File: src/rtl/window_reader_pkg.sv
// Shared widths and issue-kind encoding for the window buffer read client.
// Widths come from the parameters.vh macros when defined, otherwise defaults.
`ifndef ADDR_WIDTH
`define ADDR_WIDTH 16
`endif
`ifndef MATCH_PU_WIDTH
`define MATCH_PU_WIDTH 4
`endif

package window_reader_pkg;
    localparam int unsigned ADDR_WIDTH     = `ADDR_WIDTH;
    localparam int unsigned MATCH_PU_WIDTH = `MATCH_PU_WIDTH;
    localparam int unsigned DATA_WIDTH     = MATCH_PU_WIDTH * 8;

    typedef enum logic [1:0] {
        ISSUE_IDLE,
        ISSUE_REAL,
        ISSUE_BUBBLE
    } issue_t;
endpackage

File: src/rtl/window_reader_sync_fifo.sv
// First-word-fall-through synchronous FIFO; DEPTH must be a power of two.
// A push into a full FIFO is accepted only when a pop frees a slot in the same cycle.
module sync_fifo #(
    parameter int unsigned WIDTH = 8,
    parameter int unsigned DEPTH = 8
) (
    input  logic                       clk,
    input  logic                       rst,
    input  logic                       push,
    input  logic                       pop,
    input  logic [WIDTH-1:0]           push_data,
    output logic [WIDTH-1:0]           pop_data,
    output logic [$clog2(DEPTH+1)-1:0] count,
    output logic                       full,
    output logic                       empty
);
    localparam int unsigned PTR_WIDTH   = $clog2(DEPTH);
    localparam int unsigned COUNT_WIDTH = $clog2(DEPTH + 1);

    logic [WIDTH-1:0]     mem [DEPTH];
    logic [PTR_WIDTH-1:0] wr_ptr;
    logic [PTR_WIDTH-1:0] rd_ptr;
    logic                 do_push;
    logic                 do_pop;

    assign empty    = (count == '0);
    assign full     = (count == COUNT_WIDTH'(DEPTH));
    assign do_pop   = pop && !empty;
    assign do_push  = push && (!full || do_pop);
    assign pop_data = mem[rd_ptr];

    always_ff @(posedge clk) begin
        if (rst) begin
            wr_ptr <= '0;
            rd_ptr <= '0;
            count  <= '0;
        end else begin
            if (do_push) wr_ptr <= wr_ptr + 1'b1;
            if (do_pop)  rd_ptr <= rd_ptr + 1'b1;
            case ({do_push, do_pop})
                2'b10:   count <= count + 1'b1;
                2'b01:   count <= count - 1'b1;
                default: count <= count;
            endcase
        end
    end

    always_ff @(posedge clk) begin
        if (do_push) mem[wr_ptr] <= push_data;
    end
endmodule

File: src/rtl/window_reader.sv
// Read-side client of the window buffer: issues real/bubble reads, tracks them in a
// shadow pipeline that advances with read_enable, and queues results under credit control.
module window_reader
    import window_reader_pkg::*;
#(
    parameter int unsigned NBPIPE     = 3,
    parameter int unsigned TAG_WIDTH  = 8,
    parameter int unsigned FIFO_DEPTH = 8
) (
    input  logic                  clk,
    input  logic                  rst,
    input  logic                  req_valid,
    output logic                  req_ready,
    input  logic [ADDR_WIDTH-1:0] req_address,
    input  logic [TAG_WIDTH-1:0]  req_tag,
    output logic                  wb_read_enable,
    output logic [ADDR_WIDTH-1:0] wb_read_address,
    input  logic                  wb_read_unsafe,
    input  logic [DATA_WIDTH-1:0] wb_read_data,
    output logic                  res_valid,
    input  logic                  res_ready,
    output logic [DATA_WIDTH-1:0] res_data,
    output logic                  res_unsafe,
    output logic [TAG_WIDTH-1:0]  res_tag,
    output logic                  busy
);
    localparam int unsigned ENTRY_WIDTH = DATA_WIDTH + 1 + TAG_WIDTH;
    localparam int unsigned COUNT_WIDTH = $clog2(FIFO_DEPTH + 1);

    logic [NBPIPE:0]        stage_valid;
    logic [TAG_WIDTH-1:0]   stage_tag [NBPIPE+1];
    logic                   fresh;
    logic [ADDR_WIDTH-1:0]  last_address;
    issue_t                 issue;
    logic                   capture;
    logic [31:0]            inflight;
    logic [31:0]            occupancy;
    logic [COUNT_WIDTH-1:0] fifo_count;
    logic                   fifo_full;
    logic                   fifo_empty;
    logic [ENTRY_WIDTH-1:0] push_entry;
    logic [ENTRY_WIDTH-1:0] head_entry;

    // fresh stops a parked last-stage entry from being captured twice while the pipe is idle.
    assign capture = stage_valid[NBPIPE] && fresh;

    always_comb begin
        inflight = {31'b0, capture};
        for (int unsigned i = 0; i < NBPIPE; i++) begin
            inflight = inflight + {31'b0, stage_valid[i]};
        end
    end

    assign occupancy = inflight + 32'(fifo_count);
    assign req_ready = !rst && !fifo_full && (occupancy < 32'(FIFO_DEPTH));
    assign busy      = (inflight != '0) || (fifo_count != '0);

    always_comb begin
        issue = ISSUE_IDLE;
        if (req_valid && req_ready) begin
            issue = ISSUE_REAL;
        end else if (!rst && (|stage_valid[NBPIPE-1:0])) begin
            issue = ISSUE_BUBBLE;
        end
    end

    assign wb_read_enable  = (issue != ISSUE_IDLE);
    assign wb_read_address = (issue == ISSUE_REAL) ? req_address : last_address;

    always_ff @(posedge clk) begin
        if (rst) begin
            stage_valid  <= '0;
            fresh        <= 1'b0;
            last_address <= '0;
        end else if (wb_read_enable) begin
            stage_valid <= {stage_valid[NBPIPE-1:0], issue == ISSUE_REAL};
            fresh       <= stage_valid[NBPIPE-1];
            if (issue == ISSUE_REAL) last_address <= req_address;
        end else if (capture) begin
            fresh <= 1'b0;
        end
    end

    always_ff @(posedge clk) begin
        if (wb_read_enable) begin
            stage_tag[0] <= req_tag;
            for (int unsigned i = 1; i <= NBPIPE; i++) begin
                stage_tag[i] <= stage_tag[i-1];
            end
        end
    end

    assign push_entry = {wb_read_data, wb_read_unsafe, stage_tag[NBPIPE]};

    sync_fifo #(
        .WIDTH (ENTRY_WIDTH),
        .DEPTH (FIFO_DEPTH)
    ) u_result_fifo (
        .clk       (clk),
        .rst       (rst),
        .push      (capture),
        .pop       (res_ready),
        .push_data (push_entry),
        .pop_data  (head_entry),
        .count     (fifo_count),
        .full      (fifo_full),
        .empty     (fifo_empty)
    );

    assign res_valid                        = !fifo_empty;
    assign {res_data, res_unsafe, res_tag}  = head_entry;
endmodule

File: config.mk
export PLATFORM = sky130hd
export DESIGN_NAME = window_reader
export DESIGN_NICKNAME = d
export VERILOG_FILES = /design/src/rtl/window_reader_pkg.sv /design/src/rtl/window_reader_sync_fifo.sv /design/src/rtl/window_reader.sv
export SDC_FILE = /design/constraint.sdc
export NUM_CORES = 1
export LEC_CHECK = 0
export BUFFER_PORTS_ARGS = -buffer_cell sky130_fd_sc_hd__clkbuf_2
export CAP_MARGIN = 10
export CORE_MARGIN = 5
export CORE_UTILIZATION = 45
export CTS_BUF_LIST = sky130_fd_sc_hd__clkbuf_8
export DETAILED_ROUTE_END_ITERATION = 10
export GPL_TIMING_DRIVEN = 0
export MAX_ROUTING_LAYER = met4
export PLACE_DENSITY = 0.65
export RECOVER_POWER = 50
export SETUP_SLACK_MARGIN = 0.2
export SLEW_MARGIN = 20
export SYNTH_ARGS = -nofsm -noshare
export SYNTH_HDL_FRONTEND = slang
export SYNTH_HIERARCHICAL = 1
export SYNTH_SLANG_ARGS = --single-unit
File: constraint.sdc
create_clock -name clk -period 5.8 [get_ports clk]
set_input_delay 0.87 -clock clk [delete_from_list [all_inputs] [get_ports clk]]
set_output_delay 0.87 -clock clk [all_outputs]
set_load 0.01 [all_outputs]
==> results of run 1 <==
[critical path: stages, from the launching register on]
cell	delay, ns
dfxtp_1	0.34
inv_1	0.08
fa_1	0.54
inv_1	0.05
ha_1	0.17
ha_1	0.31
ha_1	0.28
a31oi_1	0.28
o211ai_2	0.16
buf_4	0.23
o21ai_4	0.16
buf_16	0.22
clkbuf_2	0.16
[state kept, by name, indices dropped and copies added, names as in the netlist, named ones only]
name / cells
last_address: 16
u_result_fifo/rd_ptr: 3
stage_tag: 32
u_result_fifo/count: 4
stage_valid: 4
fresh: 1
u_result_fifo/mem: 328
u_result_fifo/wr_ptr: 3
[stage by stage]
| stage | total power (W) | TNS [ns] | cell area, µm² | std cells |
|---|---|---|---|---|
| after global routing | 0.006935 | 0 | 18050 | 1396 |
| after CTS | 0.006716 | 0 | 18160 | 1395 |
| final | 0.006600 | 0 | 18050 | 1396 |
| after floorplan | 0.004194 | 0 | 15350 | 684 |
| after global placement | 0.004553 | -168.55 | 16510 | 1252 |
| after detailed placement | 0.004580 | 0 | 17020 | 1279 |
[logic make-up (layout without fill, tap and decap cells)]
logic type / Yosys count / in the layout / synth area share (%)
XOR/XNOR: 6 / 6 / 0.3424
multiplexers: 143 / 143 / 18.77
buffers and inverters: 44 / 307 / 1.630
flip-flops: 394 / 394 / 74.87
adder cells (fa/ha/maj): 11 / 11 / 0.9946
other: 0 / 1 / 0
AND/OR/NAND/NOR: 66 / 66 / 2.332
AO/OA/AOI/OAI: 20 / 20 / 1.060
[final cells by class]
cell class / instances / area [µm²] / share of cell area [%]
tap: 448 / 560.5 / 3.106
inverter: 12 / 45.04 / 0.2496
clock buffer: 61 / 839.6 / 4.652
clock inverter: 55 / 299.0 / 1.657
buffer: 32 / 203.9 / 1.130
antenna: 1 / 2.502 / 0.01386
sequential: 394 / 11490 / 63.67
multi-input combinational: 246 / 3638 / 20.16
timing repair buffer: 147 / 968.4 / 5.366
[where the power goes]
part / switching (W) / internal, W / leakage, nW
clock: 0.00104 / 0.00108 / 0.626
combinational: 0.000572 / 0.000600 / 2.05
sequential: 0.0000672 / 0.00324 / 3.53
total: 0.00168 / 0.00492 / 6.20
[per-layer routing]
metal	global-route usage, %	vias to the layer above	part of all wire [%]
li1	-	3317	-
met1	20.94	3700	44
met2	24.95	177	49
met3	3.792	41	5.5
met4	4.036	0	1.6
met5	-	-	0
[final timing paths]
kind / from / endpoint / slack [ns] / depth (start not counted)
worst min-delay path: stage_tag[0][1]$_DFFE_PP_ / stage_tag[1][1]$_DFFE_PP_ / 0.42 / 0
worst min register to register: stage_tag[0][1]$_DFFE_PP_ / stage_tag[1][1]$_DFFE_PP_ / 0.42 / 0
worst max-delay path: stage_valid[0]$_SDFFE_PP0P_ / wb_read_enable / 1.33 / 12
worst max register to register: u_result_fifo/count[1]$_SDFFE_PP0P_ / u_result_fifo/mem[4][31]$_DFFE_PP_ / 2.37 / 6
[Yosys cell counts, types with 2 or more instances]
| library cell | count |
|---|---|
| o311a_1 | 2 |
| or3_1 | 3 |
| dfxtp_1 | 34 |
| o211ai_1 | 3 |
| mux2_2 | 43 |
| a31oi_1 | 2 |
| buf_1 | 8 |
| ha_1 | 9 |
| mux2i_1 | 4 |
| or2_2 | 2 |
| mux4_2 | 2 |
| nand2_1 | 7 |
| nand4_1 | 3 |
| nor2_1 | 20 |
| a21oi_1 | 4 |
| nand2b_1 | 5 |
| mux4_1 | 80 |
| xnor2_1 | 3 |
| inv_1 | 12 |
| buf_6 | 10 |
| buf_2 | 4 |
| fa_1 | 2 |
| nor2b_1 | 17 |
| mux2_4 | 14 |
| edfxtp_1 | 360 |
| nor3_1 | 4 |
| clkbuf_1 | 8 |
| o21ai_2 | 2 |
| xor2_1 | 3 |
==> flow_summary.toml, run 1 <==
[run_status]
outcome = "finished clean"

[final_layout]
post_route_cells_drive_above_1_share_pct = 28.62
finish.net_count = 966
layout_commonest_cell = "edfxtp_1"
mostFrequentLayoutCells = "edfxtp_1 (360), clkbuf_2 (87), mux4_1 (80)"
finalCoreUtilization_pct = 53.69
layout_overhead_on_the_synthesized_area_pct = 17.59
layout.filler_cells = 2674

[timing]
rsz0062_at_grt = "false"
finalHoldViolations = 0
hold-worst-slack_ns = 0.4175
slew-limit-headroom_pct = 2.866
worst_clock_skew_ns = 0.03884
worst_pin_slew_ns = 1.457
fmaxAchievable_mhz = 223.9
finalWorstPathRequiredPeriod_ns = 4.467
report.final.setup_viol = 0
maxSlewViolCount = 0
final.setup.worst_slack_ns = 1.333
post-route-period-util_pct = 77.01

[power_and_ir_drop]
power.density_mw_per_mm2 = 365.7
leakagePower_nw = 6.200
power.ir.vdd_worst_uv = 217.7

[routing]
postRouteAntennaNets = 0
viasPerCell = 5.183
detail_route.wl_per_cell_um = 20.91
vias = 7235
routed_wire_length_um = 29200
drt_pass1_iterations = 4
drt_drc_violations_left = 0
first_iter_violations = 365

[run]
max-cap-violations = 0

[clocking]
post_cts_setup_buffer_count = 0
cts_max_path_buffers = 3
tritoncts.num_buffers = 61
cts-resized-gates = 0
cts_tree = "yes"
cts-hold-fix-buffers = 0
cts_num_sinks = 394
clk_pin_slew_worst_paths_ns = 0.06
cts_htree_levels = 2
ctsRootBufferMaster = "clkbuf_8"
clock_latency_ns = 0.61

[logic_synthesis]
ys_warn_count = 6
synth-edff-count = 360
synth.lib_cells_used.distinct = 43
post_synth_main_area_contributors = "edfxtp_1 (70%), mux4_1 (14%), dfxtp_1 (4.4%)"
synth_area_per_cell_um2 = 22.44
synth.top_cell.area_share_pct = 70.43
synthDominantAreaCellType = "edfxtp_1"
mappedNetlistArea_mm2 = 0.01535
number_of_synthesized_register_bits = 394
async_reset_ff_share_pct = 0
synth_sequential_area_ratio_pct = 74.87
syn_inst = 684
synth_ff_type = "edfxtp_1"
synthesis.nets = 756

[setup_path]
worst-path-max-fanout = 25
worst_setup_path_start_kind = "flip-flop"
endpoint_kind = "primary output"
crit_arrival_ns = 3.60
worst_ep_required_time_ns = 4.93
timing_worst_setup_path_type = "reg -> out"

[placed_design]
pre_cts_slack_ns = 1.920
dp_hpwl_um = 18370
gp_congestion = 0.7204
port-buffer-count = 120

[floorplanning]
die_x_um = 194.7
initial_utilization_pct = 45.66
die-area_mm2 = 0.03790
top_level_ports = 122
rows = 67
floorplan.core_area_mm2 = 0.03362
die_h_um = 194.7

[grt]
antenna_violations_before_repair = 1
grt_max_degree = 26
grt_overflow_total = 0
grt_usage_pct = 15.79
grt_first_pass_wirelength_um = 44990
grt_pass1_vias = 7713

[min_path]
holdCritPathClass = "reg -> reg"
No activity file was read; power rests on OpenSTA's default activity.
==> inputs of run 2 (changes only) <==
PLACE_DENSITY = 0.67   (was 0.65)
clock period = 3.9 ns   (was 5.8 ns; I/O delays follow)
==> flow_summary.toml, run 2 (synthesized netlist as in run 1, its figures left out) <==
[setup_path]
worst-path-max-fanout = 5
r2r_setup_slack_ns = 0.38
timing_worst_setup_path_type = "reg -> out"
endpoint_kind = "primary output"
crit_arrival_ns = 3.26
worst_ep_required_time_ns = 3.31
worst_setup_path_start_kind = "flip-flop"

[grt]
antenna_violations_before_repair = 0
grt_usage_pct = 16.19
grt_max_degree = 20
grt_first_pass_wirelength_um = 45770
grt_overflow_total = 0
grt_pass1_vias = 7884

[final_layout]
finish.net_count = 985
max_flop_register = "u_result_fifo/mem"
layout_overhead_on_the_synthesized_area_pct = 20.19
largest_reg_flops = 328
post_route_cells_drive_above_1_share_pct = 31.50
sequential_cell_area_mm2 = 0.01150
layout.cells.non_filler = 1414
layout.filler_cells = 2597
footprint_of_the_multi_input_gates_mm2 = 0.003674
mostFrequentLayoutCells = "edfxtp_1 (360), mux4_1 (80), clkbuf_2 (79)"
reg_top3 = "u_result_fifo/mem x328, stage_tag x32, last_address x16"
layout_commonest_cell = "edfxtp_1"

[timing]
worst_pin_slew_ns = 1.309
maxSlewViolCount = 0
fmaxAchievable_mhz = 260.4
hold-worst-slack_ns = 0.1802
finalHoldViolations = 0
slew-limit-headroom_pct = 12.39
post-route-period-util_pct = 98.49
finalWorstPathRequiredPeriod_ns = 3.841
worst_clock_skew_ns = 0.04094
rsz0062_at_grt = "true"
report.final.setup_viol = 0

[power_and_ir_drop]
clkPwrFrac_pct = 33.1
power.total_w = 0.01019
internal_power_w = 0.007631
net-switching-power_w = 0.002560
power.density_mw_per_mm2 = 552.4
power.ir.vdd_worst_uv = 302.2
leakagePower_nw = 6.393
combinationalPowerShare_pct = 18.6
power.share.sequential_pct = 48.4
p_sw_share_pct = 25.12

[floorplanning]
die_h_um = 194.7
rows = 67
floorplan.core_area_mm2 = 0.03362
die_x_um = 194.7
initial_utilization_pct = 45.66
die-area_mm2 = 0.03790
top_level_ports = 122

[routing]
first_iter_violations = 378
topRoutingLayerUsed = "met4"
routed_length_on_met1_um = 13030
met2_length_um = 14730
detail_route.wl_per_cell_um = 21.16
routed_wire_length_um = 29920
route.met3.wl_um = 1574
drt_pass1_iterations = 4
viasPerCell = 5.177
vias = 7320
postRouteAntennaNets = 0
drt_drc_violations_left = 0

[clocking]
ctsRootBufferMaster = "clkbuf_8"
clock_latency_ns = 0.58
cts_max_path_buffers = 3
tritoncts.num_buffers = 67
cts_num_sinks = 394
cts_htree_levels = 3
cts_tree = "yes"
clk_pin_slew_worst_paths_ns = 0.06
cts-hold-fix-buffers = 0

[placed_design]
placedCellCount = 1273
dp_hpwl_um = 18290
gp_congestion = 0.6986
port-buffer-count = 120

[run_status]
outcome = "finished clean"

[run]
max-cap-violations = 0

[min_path]
holdCritPathClass = "in -> reg"
[run 2: cell count changes in the layout (fill, tap and decap cells not counted), moves of 3 or more]
cell	before	now
inv_1	25	30
clkinv_1	27	15
ha_1	9	6
clkbuf_8	61	74
buf_4	7	16
buf_8	1	10
dfxtp_1	34	30
clkbuf_2	87	79
dfxtp_2	0	4
[run 2: area by class of cell]
type | instances | area share (%)
tap | 448 | 3.039
clock inverter | 48 | 1.316
multi-input combinational | 246 | 19.91
inverter | 12 | 0.2442
sequential | 394 | 62.32
timing repair buffer | 160 | 6.565
buffer | 32 | 1.146
antenna | 1 | 0.01356
clock buffer | 73 | 5.446
[run 2: critical path, cell delays in order, from the launching register on]
cell	delay (ns)
dfxtp_2	0.33
inv_2	0.05
fa_1	0.54
inv_1	0.05
ha_2	0.18
ha_4	0.23
ha_4	0.27
a31oi_4	0.08
o211ai_2	0.22
buf_4	0.17
buf_6	0.13
mux2_4	0.31
clkbuf_2	0.13
[run 2: timing repair]
| action | 4_1_cts | 5_1_grt |
|---|---|---|
| gates resized for setup | 21 | 16 |
| pin swaps | 6 | 3 |
| endpoints found under the setup margin | 17 | 17 |
| cloned | 2 | 0 |
| buffers inserted | 12 | 5 |
[run 2: per-stage QoR]
stage / TNS [ns] / util [%] / area (µm²) / setup slack, ns
after floorplan: 0 / - / 15360 / 0.3675
after global placement: -446.52 / 49.15 / 16520 / -1.558
after detailed placement: 0 / 50.66 / 17030 / 0.3157
after CTS: 0 / 55.02 / 18500 / 0.03548
after global routing: -0.5026 / 54.87 / 18450 / -0.05801
final: 0 / 54.88 / 18450 / 0.05905
[run 2: metal layers]
layer  vias up  track usage (%)
met4         0            4.583
met3        56            3.670
met1      3721            21.02
met5         -                -
met2       190            26.05
li1       3353                -
[run 2: path summary, 6_finish.rpt]
path / startpoint / endpoint / cells after the start
worst max-delay path: stage_valid[0]$_SDFFE_PP0P_ / wb_read_address[2] / 12
worst min-delay path: req_tag[0] / stage_tag[0][0]$_DFFE_PP_ / 1
worst max register to register: u_result_fifo/count[0]$_SDFFE_PP0P_ / u_result_fifo/mem[4][3]$_DFFE_PP_ / 6
worst min register to register: stage_tag[1][4]$_DFFE_PP_ / stage_tag[2][4]$_DFFE_PP_ / 0
[run 2: power by group through the flow]
stage / combinational (W) / clock [W] / sequential [W]
6_report: 0.00189 / 0.00337 / 0.00493
5_1_grt: 0.00205 / 0.00370 / 0.00494
4_1_cts: 0.00192 / 0.00349 / 0.00493
3_5_place_dp: 0.00181 / 0 / 0.00501
3_3_place_gp: 0.00175 / 0 / 0.00500
2_1_floorplan: 0.00126 / 0 / 0.00498
==> inputs of run 3 (changes only) <==
--- a/config.mk
+++ b/config.mk
@@ -9,2 +9,4 @@
 export CAP_MARGIN = 10
+export CELL_PAD_IN_SITES_DETAIL_PLACEMENT = 1
+export CELL_PAD_IN_SITES_GLOBAL_PLACEMENT = 1
 export CORE_MARGIN = 5
@@ -15,3 +17,3 @@
 export MAX_ROUTING_LAYER = met4
-export PLACE_DENSITY = 0.67
+export PLACE_DENSITY = 0.74
 export RECOVER_POWER = 50
--- a/constraint.sdc
+++ b/constraint.sdc
@@ -3,2 +3,2 @@
 set_output_delay 0.585 -clock clk [all_outputs]
-set_load 0.01 [all_outputs]
+set_load 0.05 [all_outputs]
==> flow_summary.toml, run 3 (synthesized netlist as in run 1, its figures left out) <==
[routing]
drt_drc_violations_left = 0
postRouteAntennaNets = 0
detail_route.wl_per_cell_um = 23.52
first_iter_violations = 415
viasPerCell = 5.269
routed_wire_length_um = 33350
drt_pass1_iterations = 4
vias = 7472

[timing]
final.setup.worst_slack_ns = 0.1006
finalHoldViolations = 0
maxSlewViolCount = 42
fin_tns_setup_ns = 0
worst_clock_skew_ns = 0.03380
report.final.setup_viol = 0
slew-limit-headroom_pct = -11.94
rsz0062_at_grt = "true"
worst_pin_slew_ns = 1.666
finalWorstPathRequiredPeriod_ns = 3.799
hold-worst-slack_ns = 0.2013
post-route-period-util_pct = 97.42
fmaxAchievable_mhz = 263.2

[final_layout]
reg_top3 = "u_result_fifo/mem x328, stage_tag x32, last_address x16"
mostFrequentLayoutCells = "edfxtp_1 (360), mux4_1 (80), clkbuf_2 (71)"
layout_commonest_cell = "edfxtp_1"
layout.filler_cells = 3011
finish.net_count = 983
largest_reg_flops = 328
finalCoreUtilization_pct = 55.48
post_route_cells_drive_above_1_share_pct = 31.19
layout.cells.non_filler = 1418
max_flop_register = "u_result_fifo/mem"
layout_overhead_on_the_synthesized_area_pct = 21.52

[setup_path]
crit_arrival_ns = 3.21
reg2regPathDepth = 7
endpoint_kind = "primary output"
worst_setup_path_start_kind = "flip-flop"
timing_worst_setup_path_type = "reg -> out"
worst_ep_required_time_ns = 3.31
count_of_cell_instances_traversed_by_the_critical_path = 12
critical_path.most_common_cell = "ha_4"
path_buf_inv = 5
crit_family = "adder cells"
critical-path-slowest-cell = "fa_1"
cp-startpoint = "stage_valid[0]$_SDFFE_PP0P_"
worst-path-max-fanout = 5
critical_path_cell_sequence = "inv_2 -> fa_1 -> inv_1 -> ha_2 -> ha_4 -> ha_4 -> a31oi_4 -> o211ai_2 -> buf_6 -> buf_8 -> mux2_4 -> clkbuf_16"
critical_path.reg2reg.startpoint = "u_result_fifo/count[0]$_SDFFE_PP0P_"
worst_path_largest_cell_delay_ns = 0.52

[floorplanning]
rows = 67
die_h_um = 194.7
floorplan.core_area_mm2 = 0.03362
initial_utilization_pct = 45.66
top_level_ports = 122
die-area_mm2 = 0.03790
die_x_um = 194.7

[run]
max-cap-violations = 4

[power_and_ir_drop]
power.density_mw_per_mm2 = 586.9
p_sw_share_pct = 29.58
clkPwrFrac_pct = 31.4
internal_power_w = 0.007708
leakagePower_nw = 6.494
combinationalPowerShare_pct = 23.5
net-switching-power_w = 0.003239
power.ir.vdd_worst_uv = 359.2
power.share.sequential_pct = 45.1

[placed_design]
port-buffer-count = 120
gp_congestion = 0.7168
pre_cts_slack_ns = 0.09246
dp_hpwl_um = 20870
placedCellCount = 1273

[clocking]
cts_htree_levels = 3
clock_latency_ns = 0.58
ctsRootBufferMaster = "clkbuf_8"
cts-hold-fix-buffers = 0
cts_num_sinks = 394
cts_tree = "yes"
cts_max_path_buffers = 3
clk_pin_slew_worst_paths_ns = 0.06
tritoncts.num_buffers = 67

[run_status]
outcome = "finished with violations"
violations_in_the_final_reports = "capacitance limit, slew limit"

[min_path]
min_delay_path_depth = 1
min_from = "req_tag[3]"
holdCritPathClass = "in -> reg"

[grt]
grt_pass1_vias = 8427
grt_first_pass_wirelength_um = 51740
antenna_violations_before_repair = 5
grt_usage_pct = 18.30
grt_max_degree = 21
grt_overflow_total = 0
-- run 3: per-stage QoR --
step | cell area [µm²] | total power (W)
detailed placement | 17070 | 0.007413
global route | 18650 | 0.01151
global placement | 16520 | 0.007335
CTS | 18660 | 0.01106
finish | 18650 | 0.01095
floorplan | 15360 | 0.006815
-- run 3: layout make-up --
cell class	instances	area, µm²	area share (%)
plain buffers	32	215.2	1.154
multi-input cells	246	3666	19.66
flip-flops and latches	394	11490	61.63
inverters	12	45.04	0.2415
well taps	448	560.5	3.005
diodes	5	12.51	0.06708
clock inverters	54	315.3	1.690
clock buffers	69	949.7	5.092
repair buffers	158	1393	7.466
-- run 3: what timing repair did --
item                                    in CTS  in global routing
pin swaps                                    4                  1
cloned                                       2                  0
endpoints found under the hold margin        0                  0
endpoints found under the setup margin      17                 17
gates resized for setup                     52                 20
setup buffers                                7                  8
-- run 3: final timing paths --
kind / slack (ns) / end
max reg2reg: 0.38 / u_result_fifo/mem[4][17]$_DFFE_PP_
min: 0.20 / stage_tag[0][3]$_DFFE_PP_
min reg2reg: 0.42 / stage_tag[2][1]$_DFFE_PP_
max: 0.10 / wb_read_address[10]
-- run 3: layer usage --
metal	global-route usage (%)	vias to the layer above	part of all wire (%)	wire length (µm)
li1	-	3360	-	-
met1	23.11	3857	41	13810
met2	29.99	205	52	17190
met3	4.588	50	5.6	1855
met4	4.792	0	1.5	485
met5	-	-	0	0
-- run 3: power by group through the flow --
stage / combinational, W / clock [W] / sequential, W
after floorplan: 0.00184 / 0 / 0.00498
after global placement: 0.00233 / 0 / 0.00500
after detailed placement: 0.00240 / 0 / 0.00502
after CTS: 0.00257 / 0.00355 / 0.00493
after global routing: 0.00274 / 0.00382 / 0.00495
final: 0.00258 / 0.00344 / 0.00493
